`src/rtl/adder_2_pkg.sv`:
```
// Shared types for the adder_2 address adder.
// The flag struct is used only when ADDER_2_FLAGS_EN is defined.
package adder_2_pkg;

  localparam int ADDR_W = 16;

  typedef logic [ADDR_W-1:0] addr_t;

  typedef struct packed {
    logic carry;
    logic ovf;
    logic zero;
  } adder_flags_t;

endpackage

```
`src/rtl/adder_2_core.sv`:
```
// Combinational adder that produces the sum and, optionally, the status flags.
// The flags port and its logic exist only when ADDER_2_FLAGS_EN is defined.
module adder_2_core
  import adder_2_pkg::*;
#(
  parameter int WIDTH = ADDR_W
) (
  input  logic [WIDTH-1:0] a,
  input  logic [WIDTH-1:0] b,
`ifdef ADDER_2_FLAGS_EN
  output adder_flags_t     flags,
`endif
  output logic [WIDTH-1:0] sum
);

`ifdef ADDER_2_FLAGS_EN
  logic [WIDTH:0] full_sum;

  // Widen by one bit so the unsigned carry-out is visible
  always_comb begin
    full_sum    = {1'b0, a} + {1'b0, b};
    sum         = full_sum[WIDTH-1:0];
    flags.carry = full_sum[WIDTH];
    flags.ovf   = (a[WIDTH-1] == b[WIDTH-1]) && (full_sum[WIDTH-1] != a[WIDTH-1]);
    flags.zero  = (full_sum[WIDTH-1:0] == '0);
  end
`else
  // Without flags only the wrapped sum is needed
  always_comb begin
    sum = a + b;
  end
`endif

endmodule

```
`src/rtl/adder_2.sv`:
```
// Next/branch-target address adder: combinational sum on o plus a registered
// copy (o_q, out_valid) for pipelined consumers.
// Define ADDER_2_FLAGS_EN to add registered carry/overflow/zero flags.
module adder_2
  import adder_2_pkg::*;
#(
  parameter int WIDTH = ADDR_W
) (
  input  logic             clk,
  input  logic             rst,
  input  logic [WIDTH-1:0] aOO,
  input  logic [WIDTH-1:0] insMem,
  input  logic             in_valid,
  output logic [WIDTH-1:0] o,
  output logic [WIDTH-1:0] o_q,
`ifdef ADDER_2_FLAGS_EN
  output logic             carry_q,
  output logic             ovf_q,
  output logic             zero_q,
`endif
  output logic             out_valid
);

  logic [WIDTH-1:0] sum;

`ifdef ADDER_2_FLAGS_EN
  adder_flags_t flags;
  adder_flags_t flags_q;

  adder_2_core #(.WIDTH(WIDTH)) u_core (
    .a     (aOO),
    .b     (insMem),
    .flags (flags),
    .sum   (sum)
  );
`else
  adder_2_core #(.WIDTH(WIDTH)) u_core (
    .a   (aOO),
    .b   (insMem),
    .sum (sum)
  );
`endif

  assign o = sum;

  // Capture the sum when operands are valid; valid flag tracks in_valid every cycle
  always_ff @(posedge clk or posedge rst) begin
    if (rst) begin
      o_q       <= '0;
      out_valid <= 1'b0;
    end else begin
      out_valid <= in_valid;
      if (in_valid) begin
        o_q <= sum;
      end
    end
  end

`ifdef ADDER_2_FLAGS_EN
  // Flags are captured alongside o_q and hold with it when in_valid is low
  always_ff @(posedge clk or posedge rst) begin
    if (rst) begin
      flags_q <= '0;
    end else if (in_valid) begin
      flags_q <= flags;
    end
  end

  assign carry_q = flags_q.carry;
  assign ovf_q   = flags_q.ovf;
  assign zero_q  = flags_q.zero;
`endif

endmodule

```
`config.mk`:
```
export PLATFORM = sky130hd
export DESIGN_NAME = adder_2
export DESIGN_NICKNAME = d
export VERILOG_FILES = /design/src/rtl/adder_2_pkg.sv /design/src/rtl/adder_2_core.sv /design/src/rtl/adder_2.sv
export SDC_FILE = /design/constraint.sdc
export NUM_CORES = 1
export LEC_CHECK = 0
export CAP_MARGIN = 25
export CORE_UTILIZATION = 45
export CTS_CLUSTER_SIZE = 28
export DETAILED_ROUTE_END_ITERATION = 10
export GPL_TIMING_DRIVEN = 0
export MAX_ROUTING_LAYER = met4
export PLACE_DENSITY = 0.91
export SLEW_MARGIN = 20
export SYNTH_ARGS = -nofsm -noshare
export SYNTH_HDL_FRONTEND = slang
export SYNTH_SLANG_ARGS = --single-unit
```
`constraint.sdc`:
```
create_clock -name clk -period 11.63 [get_ports clk]
set_input_delay 3.489 -clock clk [delete_from_list [all_inputs] [get_ports clk]]
set_output_delay 3.489 -clock clk [all_outputs]
set_load 0.1 [all_outputs]
```
==> results_dict.tcl <==
set metrics [dict create \
    outcome "completed" \
    clock.fmax_mhz 96.7 \
    numCtsBuffers 3 \
    hold_ws_ps 516 \
    drt_iter0_markers 51 \
    final_cell_mix "clkdlybuf4s50_1, dfrtp_1, ha_1, a21oi_1" \
    cp-end-kind "output port" \
    clkTransAtPathRegs_ps 100 \
    path_buf_inv 2 \
    fillers 232 \
    rsz0062_at_grt "false" \
    avgSynthCellArea_um2 9.74 \
    post-route-period-util 0.889 \
    placed_area_um2 2200 \
    ys_top_cells_by_area "dfrtp_1, ha_1, mux2_2" \
    cp.arrival_ps 6850 \
    worstPathRequired_ps 8140 \
    dieHeight_um 59.2 \
    drc_errors 0 \
    ant_nets 0 \
    synthesis.nets 202 \
    area_growth_pct 51.2 \
    stdcell_count 266 \
    setup_viol 0 \
    cap_violations 0 \
    worst_slew_pin_slew_ps 987 \
    synth.ff_latch_count 17 \
    fin_worst_skew_ps 0 \
    clkLatencyLatePin_ps 300 \
    peakVddDrop_mv 0.0822 \
    dp_slack_ps 1290 \
    via_count 1443 \
    cts.htree.levels 1 \
    core.rowCount 20 \
    drive_above_1_share 0.131 \
    synth_cell_types 44 \
    crit_slowest_cell "clkdlybuf4s50_1" \
    root_buffer "clkbuf_4" \
    max-slew-margin-rel 0.340 \
    syn_area_um2 1470 \
    critical-path-top-delay-family "buffers and inverters" \
    cp_common_cell "clkdlybuf4s50_1" \
    initial_core_util 0.478 \
    synth_top_cell_area_share 0.289 \
    io_pins 68 \
    grt_pass1_vias 1448 \
    final_common_cell "clkdlybuf4s50_1" \
    cts_tree "built" \
    fin_tns_setup_ps 0 \
    critPathKind "primary input to output port" \
    diodes 0 \
    worstHoldPathType "flop to flop" \
    design_area_um2 2220 \
    netlist_instances 151 \
    grtUsageTotal 0.236 \
    ys_seq_area_frac 0.289 \
    fin_crit_ps 10340 \
    power_density_nw_per_um2 191 \
    core_area_um2 3080 \
    p_leak_nw 0.936 \
    async_flop_share 1.00 \
    io_buffers 67 \
    drt_pass1_iterations 5 \
    yosysWarnings 0 \
    cts.path.max_buffers 2 \
    synth_flop_cell "dfrtp_1" \
    cpPeakStageDelay_ps 1130 \
    die_x_um 59.2 \
    overflow 0 \
    hold_violations 0 \
    synth_enable_flop_cells 0 \
    drv_slew 0 \
    viasPerCell 5.42 \
    finalWirelength_mm 3.74 \
    grt_max_degree 18 \
    worstPathMaxFanout 5 \
    critPathLaunchType "primary input" \
    antenna_found_initial 0 \
    dpl.cell_count 262 \
    cts_sinks 17 \
    crit_chain "clkdlybuf4s50_1, ha_1, fa_1, a21o_1, a221oi_4, o21bai_2, o21ai_0, and2_2, clkdlybuf4s50_1" \
    dieArea_um2 3500 \
    hpwl_mm 3.11 \
    layout.nets 274 \
    wl_per_cell_um 14.0 \
    hold_buffers 0 \
    synth_top_area_cell "dfrtp_1" \
    grt_pass1_wl_mm 6.11 \
    fin_ws_ps 1290 \
    cts_resized 0 \
    final_core_util 0.722 \
    p_total_uw 426 \
    r2r_slack_ps 10770 \
    gp_congestion 0.775 \
    post_cts_buffers 0 \
]
[where the power goes]
group          switching [mW]  leakage [nW]  internal [mW]
Combinational           0.233         0.719         0.0803
Sequential            0.00678         0.199         0.0721
Clock                  0.0206        0.0177         0.0128
Total                   0.260         0.936          0.165
[layout make-up]
class,instances,area [um2],share of cell area
Buffer,7,40.0,0.0180
Clock buffer,3,22.5,0.0101
Clock inverter,1,5.00,0.00225
Inverter,4,15.0,0.00675
Multi-Input combinational cell,123,990,0.445
Sequential cell,17,425,0.191
Tap cell,44,55.1,0.0248
Timing Repair Buffer,67,671,0.302
[worst paths after layout]
path,start,cells after the start,endpoint
max,aOO[0],9,o[14]
min,o_q[4]$_DFFE_PP0P_,1,o_q[4]$_DFFE_PP0P_
max reg2reg,o_q[14]$_DFFE_PP0P_,2,o_q[14]$_DFFE_PP0P_
min reg2reg,o_q[4]$_DFFE_PP0P_,1,o_q[4]$_DFFE_PP0P_
max in group asynchronous,rst,2,o_q[4]$_DFFE_PP0P_
min in group asynchronous,rst,2,o_q[0]$_DFFE_PP0P_
[cell usage after synthesis, drive strengths merged, types with 4 or more instances]
library cell,count
dfrtp,17
ha,15
a21oi,14
mux2,12
nand2,12
xor2,10
o21ai,5
a21o,4
buf,4
inv,4
nor2,4
xnor2,4
[worst register-to-register path: cells and delay by family (launching register included)]
kind,cells,cell delay (ps)
AO/OA/AOI/OAI,1,180
flip-flops,1,390
AND/OR/NAND/NOR,1,190
[registers in the layout, summed over array words and instances (netlist names)]
signal / count
o_q: 16
out_valid: 1
[layer usage]
metal  GRT usage  vias up  wire (um)
met2       0.435       64       1970
li1            -      708          -
met4      0.0952        0         53
met3      0.0240        8        217
met1       0.257      663       1490
met5           -        -          0
[cells by family after synthesis]
kind of cell | after synthesis | synth area share
AOI/OAI and AO/OA | 46 | 0.225
and+or+nand+nor | 35 | 0.132
DFF | 17 | 0.289
adders and majority gates | 16 | 0.141
xor gates and xnor gates | 14 | 0.0834
muxes | 12 | 0.0919
buffers and inverters | 11 | 0.0374
Power figures use the tool's default switching activity.
